### config.mk
export PLATFORM = sky130hd
export DESIGN_NAME = mul_sched
export DESIGN_NICKNAME = d
export VERILOG_FILES = /design/src/rtl/mul_sched_pkg.sv /design/src/rtl/mul_sched_prio.sv /design/src/rtl/mul_sched.sv
export SDC_FILE = /design/constraint.sdc
export NUM_CORES = 1
export LEC_CHECK = 0
export CORE_MARGIN = 4
export CORE_UTILIZATION = 30
export CTS_BUF_LIST = sky130_fd_sc_hd__clkbuf_16
export DETAILED_ROUTE_END_ITERATION = 8
export HOLD_SLACK_MARGIN = 0.08
export SLEW_MARGIN = 25
export SYNTH_ARGS = -nofsm -noshare
export SYNTH_HDL_FRONTEND = slang
export SYNTH_SLANG_ARGS = --single-unit
### constraint.sdc
create_clock -name clk -period 1.9 [get_ports clk]
set_input_delay 0.19 -clock clk [delete_from_list [all_inputs] [get_ports clk]]
set_output_delay 0.19 -clock clk [all_outputs]
set_load 0.1 [all_outputs]
### src/rtl/mul_sched_pkg.sv
// Shared constants for the multiply scheduler slice.
// The default entry count, select width and speculative-tag width are defined
// here so that every block using the multiply reservation station agrees on them.
package mul_sched_pkg;

  // Default number of multiply reservation-station entries
  localparam int MUL_ENT_NUM = 2;
  // Width of an entry index for the default entry count
  localparam int MUL_ENT_SEL = 1;
  // One-hot speculative tag width
  localparam int SPECTAG_LEN = 5;
  // Default multiplier pipeline depth
  localparam int MUL_LAT_DEF = 3;

endpackage

### src/rtl/mul_sched_prio.sv
// prio_enc: find-first-set (lowest index wins) with a valid flag.
// Used for free-entry allocation and for issue selection.
module prio_enc
  import mul_sched_pkg::*;
#(
  parameter int W = 2,
  localparam int OW = (W > 1) ? $clog2(W) : 1
) (
  input  logic [W-1:0]  in_vec,
  output logic [OW-1:0] enc,
  output logic          valid
);

  // Scan from the top down so the lowest set bit is the one that sticks
  always_comb begin
    enc   = '0;
    valid = 1'b0;
    for (int i = W - 1; i >= 0; i--) begin
      if (in_vec[i]) begin
        enc   = OW'(i);
        valid = 1'b1;
      end
    end
  end

endmodule

### src/rtl/mul_sched.sv
// mul_sched: allocation, issue selection and result pipeline for the multiply
// reservation station.
//
// Build option: define MUL_SCHED_RR_EN to select round-robin issue starting at
// a pointer that moves past each issued entry; without it issue is fixed
// priority (lowest index) and no pointer register exists.
//
// Handshake: the final pipeline stage presents mul_valid/mul_spectag and holds
// them stable until wb_ack is seen in a cycle where mul_valid is high; stalls
// ripple upstream one stage at a time, and issue (clearbusy) only happens when
// stage 0 can take the op at the next edge.
module mul_sched
  import mul_sched_pkg::*;
#(
  parameter int ENT_NUM     = mul_sched_pkg::MUL_ENT_NUM,
  parameter int MUL_LAT     = mul_sched_pkg::MUL_LAT_DEF,
  parameter int SPECTAG_LEN = mul_sched_pkg::SPECTAG_LEN,
  localparam int SEL_W      = $clog2(ENT_NUM)
) (
  input  logic                   clk,
  input  logic                   reset,
  input  logic [ENT_NUM-1:0]     busyvec,
  input  logic [ENT_NUM-1:0]     ready,
  input  logic [1:0]             req_num,
  output logic                   alloc_ok,
  output logic [SEL_W-1:0]       allocent1,
  output logic [SEL_W-1:0]       allocent2,
  output logic                   clearbusy,
  output logic [SEL_W-1:0]       issueaddr,
  input  logic [SPECTAG_LEN-1:0] issue_spectag,
  input  logic                   prmiss,
  input  logic                   prsuccess,
  input  logic [SPECTAG_LEN-1:0] prtag,
  input  logic [SPECTAG_LEN-1:0] specfixtag,
  output logic                   mul_valid,
  output logic [SPECTAG_LEN-1:0] mul_spectag,
  input  logic                   wb_ack
);

  localparam int LAST = MUL_LAT - 1;

  // ---------------------------------------------------------------------------
  // Allocation: first and second free entries
  // ---------------------------------------------------------------------------
  logic [ENT_NUM-1:0] free_vec;
  logic [ENT_NUM-1:0] free2_vec;
  logic               ent1_v;
  logic               ent2_v;
  logic [1:0]         free_cnt;

  assign free_vec  = ~busyvec;
  // Hide the first pick so the second encoder finds the next free entry
  assign free2_vec = free_vec & ~(ENT_NUM'(1) << allocent1);

  prio_enc #(.W(ENT_NUM)) u_alloc1 (
    .in_vec (free_vec),
    .enc    (allocent1),
    .valid  (ent1_v)
  );

  prio_enc #(.W(ENT_NUM)) u_alloc2 (
    .in_vec (free2_vec),
    .enc    (allocent2),
    .valid  (ent2_v)
  );

  // Free count saturates at two, which is all req_num can ask for
  assign free_cnt = 2'(ent1_v) + 2'(ent2_v);
  assign alloc_ok = (free_cnt >= req_num);

  // ---------------------------------------------------------------------------
  // Issue selection
  // ---------------------------------------------------------------------------
  logic [ENT_NUM-1:0] cand_vec;
  logic [SEL_W-1:0]   sel_addr;
  logic               sel_v;
  logic               accept;

  assign cand_vec = ready & busyvec;

`ifdef MUL_SCHED_RR_EN
  logic [SEL_W-1:0]   rr_ptr;
  logic [ENT_NUM-1:0] ge_mask;
  logic [ENT_NUM-1:0] hi_vec;
  logic [SEL_W-1:0]   hi_addr;
  logic               hi_v;
  logic [SEL_W-1:0]   lo_addr;
  logic               lo_v;

  // Entries at or above the pointer get first chance
  always_comb begin
    ge_mask = '0;
    for (int j = 0; j < ENT_NUM; j++) begin
      ge_mask[j] = (SEL_W'(j) >= rr_ptr);
    end
  end

  assign hi_vec = cand_vec & ge_mask;

  prio_enc #(.W(ENT_NUM)) u_sel_hi (
    .in_vec (hi_vec),
    .enc    (hi_addr),
    .valid  (hi_v)
  );

  prio_enc #(.W(ENT_NUM)) u_sel_lo (
    .in_vec (cand_vec),
    .enc    (lo_addr),
    .valid  (lo_v)
  );

  // Wrap to the lowest candidate when nothing sits at or above the pointer
  assign sel_addr = hi_v ? hi_addr : lo_addr;
  assign sel_v    = lo_v;

  // Pointer moves to the entry after the one just issued
  always_ff @(posedge clk) begin
    if (reset) begin
      rr_ptr <= '0;
    end else if (clearbusy) begin
      rr_ptr <= (issueaddr == SEL_W'(ENT_NUM - 1)) ? '0 : issueaddr + SEL_W'(1);
    end
  end
`else
  prio_enc #(.W(ENT_NUM)) u_sel (
    .in_vec (cand_vec),
    .enc    (sel_addr),
    .valid  (sel_v)
  );
`endif

  assign issueaddr = sel_addr;
  // A mispredict cycle never issues: the op's tag could belong to the killed path
  assign clearbusy = !reset && sel_v && accept && !prmiss;

  // ---------------------------------------------------------------------------
  // Result pipeline
  // ---------------------------------------------------------------------------
  logic [MUL_LAT-1:0]     stg_valid;
  logic [SPECTAG_LEN-1:0] stg_tag [MUL_LAT];
  logic [MUL_LAT-1:0]     stg_adv;
  logic [MUL_LAT-1:0]     nxt_valid;
  logic [SPECTAG_LEN-1:0] nxt_tag [MUL_LAT];

  // A stage moves when it or any stage below it has a hole, or writeback acks
  always_comb begin : adv_chain
    logic run;
    run           = wb_ack || !stg_valid[LAST];
    stg_adv       = '0;
    stg_adv[LAST] = run;
    for (int i = MUL_LAT - 2; i >= 0; i--) begin
      run        = run || !stg_valid[i];
      stg_adv[i] = run;
    end
  end

  assign accept = stg_adv[0];

  // Shift the pipe, then apply kill (mispredict) or tag clear (confirm)
  always_comb begin : next_state
    logic [MUL_LAT-1:0]     mv_valid;
    logic [SPECTAG_LEN-1:0] mv_tag [MUL_LAT];
    mv_valid    = '0;
    mv_tag      = '{default: '0};
    mv_valid[0] = stg_adv[0] ? clearbusy : stg_valid[0];
    mv_tag[0]   = stg_adv[0] ? issue_spectag : stg_tag[0];
    for (int i = 1; i < MUL_LAT; i++) begin
      mv_valid[i] = stg_adv[i] ? stg_valid[i-1] : stg_valid[i];
      mv_tag[i]   = stg_adv[i] ? stg_tag[i-1] : stg_tag[i];
    end
    nxt_valid = mv_valid;
    nxt_tag   = mv_tag;
    for (int i = 0; i < MUL_LAT; i++) begin
      if (prmiss) begin
        if ((mv_tag[i] & specfixtag) != '0) begin
          nxt_valid[i] = 1'b0;
        end
      end else if (prsuccess) begin
        nxt_tag[i] = mv_tag[i] & ~prtag;
      end
    end
  end

  // Stage registers; reset discards anything in flight
  always_ff @(posedge clk) begin
    if (reset) begin
      stg_valid <= '0;
      for (int i = 0; i < MUL_LAT; i++) begin
        stg_tag[i] <= '0;
      end
    end else begin
      stg_valid <= nxt_valid;
      for (int i = 0; i < MUL_LAT; i++) begin
        stg_tag[i] <= nxt_tag[i];
      end
    end
  end

  assign mul_valid   = stg_valid[LAST];
  assign mul_spectag = stg_tag[LAST];

endmodule

==> summary.md <==
| Metric | Value |
|---|---|
| Placer Congestion | `0.7939` |
| Dpl ws | `-132.4 ps` |
| Detail Route Antenna Nets | `0` |
| IO Port Bufs | `36` |
| Reg-to-reg startpoint | `stg_valid[2]$_SDFF_PP0_` |
| GRT overflow | `0` |
| Fin. Hold Viols | `0` |
| Met1 Usage GRT | `0.1382` |
| Layout cells sized above 1 | `0.2365` |
| Crit start category | `input port` |
| Synth Warn # | `0` |
| Critical Path Start | `wb_ack` |
| I/O Pins | `37` |
| Die height | `65.26 um` |
| Post-CTS Hold Buffers | `0` |
| Outcome | `finished clean` |
| Placement row count | `20` |
| Dominant cell type by area after synthesis | `dfxtp_1` |
| Synthesis-to-layout area growth | `55.60%` |
| GR Util met2 | `0.2099` |
| Logic pwr share | `0.237` |
| Finished Layout Cells | `192` |
| Clock Path Buffers | `2` |
| Post-synthesis net count | `137` |
| CTS HTree Levels | `1` |
| Worst min path class | `flip-flop to flip-flop` |
| Worst clock skew | `2.114 ps` |
| Maxcap violations | `0` |
| Reg clk slew, reported paths | `50 ps` |
| Root buffer cell | `clkbuf_16` |
| Sequential power share | `0.374` |
| Clock share of power | `0.389` |
| Crit Path Max Fanout | `7` |
| Maximum VDD drop | `0.3193 mV` |
| Post-DP HPWL | `1974 um` |
| WL/cell | `12.55 um` |
| Mean post-synth cell area | `9.191 um^2` |
| Net Switching | `0.2800 mW` |
| Pwr dens | `697.3 mW/mm^2` |
| Final WS setup | `161.4 ps` |
| CTS tree | `built` |
| Final net count | `179` |
| Critical Path AT | `1550 ps` |
| Initial drt markers | `19` |
| #FFs+latches synth | `18` |
| Inserted Diodes | `0` |
| Yosys cell types | `29` |
| Critical path type | `input port to output port` |
| Cells after DPL | `188` |
| WHS | `479.0 ps` |
| Die area | `0.004258 mm^2` |
| RSZ-0062 raised after global routing | `false` |
| Critical Path RT | `1710 ps` |
| Switching share of power | `0.2624` |
| # clock sinks | `18` |
| DRT Pass-1 Iters | `4` |
| Die width | `65.26 um` |
| TritonCTS Buffers | `3` |
| Max Transition Viols Final | `0` |
| Highest clock rate | `575.2 MHz` |
| Busiest grt layer | `met2` |
| Post-synth top area share | `0.3664` |
| Met3 Resource Use GR | `0.04274` |
| Slew margin rel. | `0.6798` |
| Vias | `862` |
| Worst-skew pair later-pin latency | `250 ps` |
| Post-Syn Instances | `107` |
| Vias in the first global route | `901` |
| Aggregate global-route resource usage | `0.1244` |
| Drt total wl | `2410 um` |
| Nature of the critical path endpoint | `output port` |
| P_int | `0.7870 mW` |
| Drc violations | `0` |
| Core ar. | `0.003103 mm^2` |
| Netlist Area Pre-Place | `983.4 um^2` |
| Worst Min Path Start | `stg_tag[0][2]$_SDFF_PP0_` |
| Least-Margin Pin Slew | `479.3 ps` |
| Final Power | `1.067 mW` |
| Register area share after synthesis | `0.3664` |
| Final period utilization | `0.9150` |
| Initial antenna violation count | `0` |
| Synth top area cells | `dfxtp_1 (37%), mux2i_1 (11%), nor2_1 (5.3%)` |
| P_leak | `0.7347 nW` |
| Global-route wire length before repair | `4029 um` |
| Minimum clock period | `1739 ps` |
| DR vias/cell | `4.490` |
| Final setup fails | `0` |
| Initial Utilization | `0.3169` |
| Setup TNS | `0 ps` |
| Largest net degree at the start of global routing | `11` |
placed cells by master (no fill, tap or decap), types with 2 or more instances in the layout:
cell type and instances:
a21oi_1 4, nand2_1 8, dlygate4sd2_1 2, a21o_1 6, a211o_1 2, buf_12 5, o22ai_1 3, nand2b_1 3
buf_4 15, inv_1 7, nor2_1 13, clkbuf_16 3, nor2b_1 4, clkdlybuf4s50_1 23, ha_1 3, mux2_2 2
dfxtp_1 17, mux2i_1 11
synthesized netlist by cell type (all sizes together):
library cell	number
ha	4
nand3	1
nor2	14
nor2b	5
mux2	3
mux2i	11
clkbuf	1
nand2b	3
a211o	2
a211oi	2
o21a	1
buf	7
nand4b	1
dfxtp	18
a22oi	1
nand2	9
a21o	6
o21ai	1
o2111ai	1
inv	8
o221ai	1
o22ai	3
a21oi	4
through the flow:
step           cell area (um^2)  utilization
2_1_floorplan             992.2            -
3_3_place_gp               1454       0.4685
3_5_place_dp               1454       0.4685
4_1_cts                    1530       0.4931
5_1_grt                    1530       0.4931
6_report                   1530       0.4931
area by class of cell:
cell class,instances,area (um^2)
flip-flops and latches,18,364.1
repair buffers,45,460.4
fillers,314,1573
multi-input cells,73,541.8
well taps,44,55.05
inverters,8,30.03
clock buffers,3,75.07
clock inverters,1,3.754
final timing paths:
path	end	slack, ps	cells past startpoint
worst max-delay path	clearbusy	160	6
worst min register to register	stg_tag[0][2]$_SDFF_PP0_	480	2
worst min-delay path	stg_tag[0][2]$_SDFF_PP0_	480	2
worst max register to register	stg_valid[2]$_SDFF_PP0_	280	5
power by group through the flow:
| stage | clock [mW] | sequential (mW) | combinational [mW] |
|---|---|---|---|
| final | 0.415 | 0.400 | 0.253 |
| after global routing | 0.448 | 0.401 | 0.269 |
| after floorplan | 0 | 0.408 | 0.143 |
| after global placement | 0 | 0.407 | 0.253 |
| after CTS | 0.424 | 0.400 | 0.255 |
| after detailed placement | 0 | 0.407 | 0.255 |
critical path: stages:
cell and delay, ps:
clkdlybuf4s50_1 460, nor2b_4 240, nand2_2 200, nor2_1 210, nor2_2 80, buf_12 170
cells by family after synthesis:
logic type,share of synthesized area
AOI/OAI and AO/OA,0.1667
adders and majority gates,0.05089
buffers and inverters,0.08778
DFF,0.3664
muxes,0.1501
and+or+nand+nor,0.1781
sequential cells by signal, indices dropped and copies added (netlist names):
register	flops
stg_tag	15
stg_valid	3
routing by layer:
layer,routed length (um),vias to the layer above,part of all wire
met5,0,-,0
met4,37,0,0.015
met3,202,4,0.084
met2,1166,29,0.48
met1,1004,385,0.42
li1,-,444,-
what timing repair did:
item	in CTS	in global routing
hold endpoints to repair	0	0
gates resized for setup	3	0
endpoints found under the setup margin	1	0
buffers inserted	0	0
(Power assumes the default switching activity.)
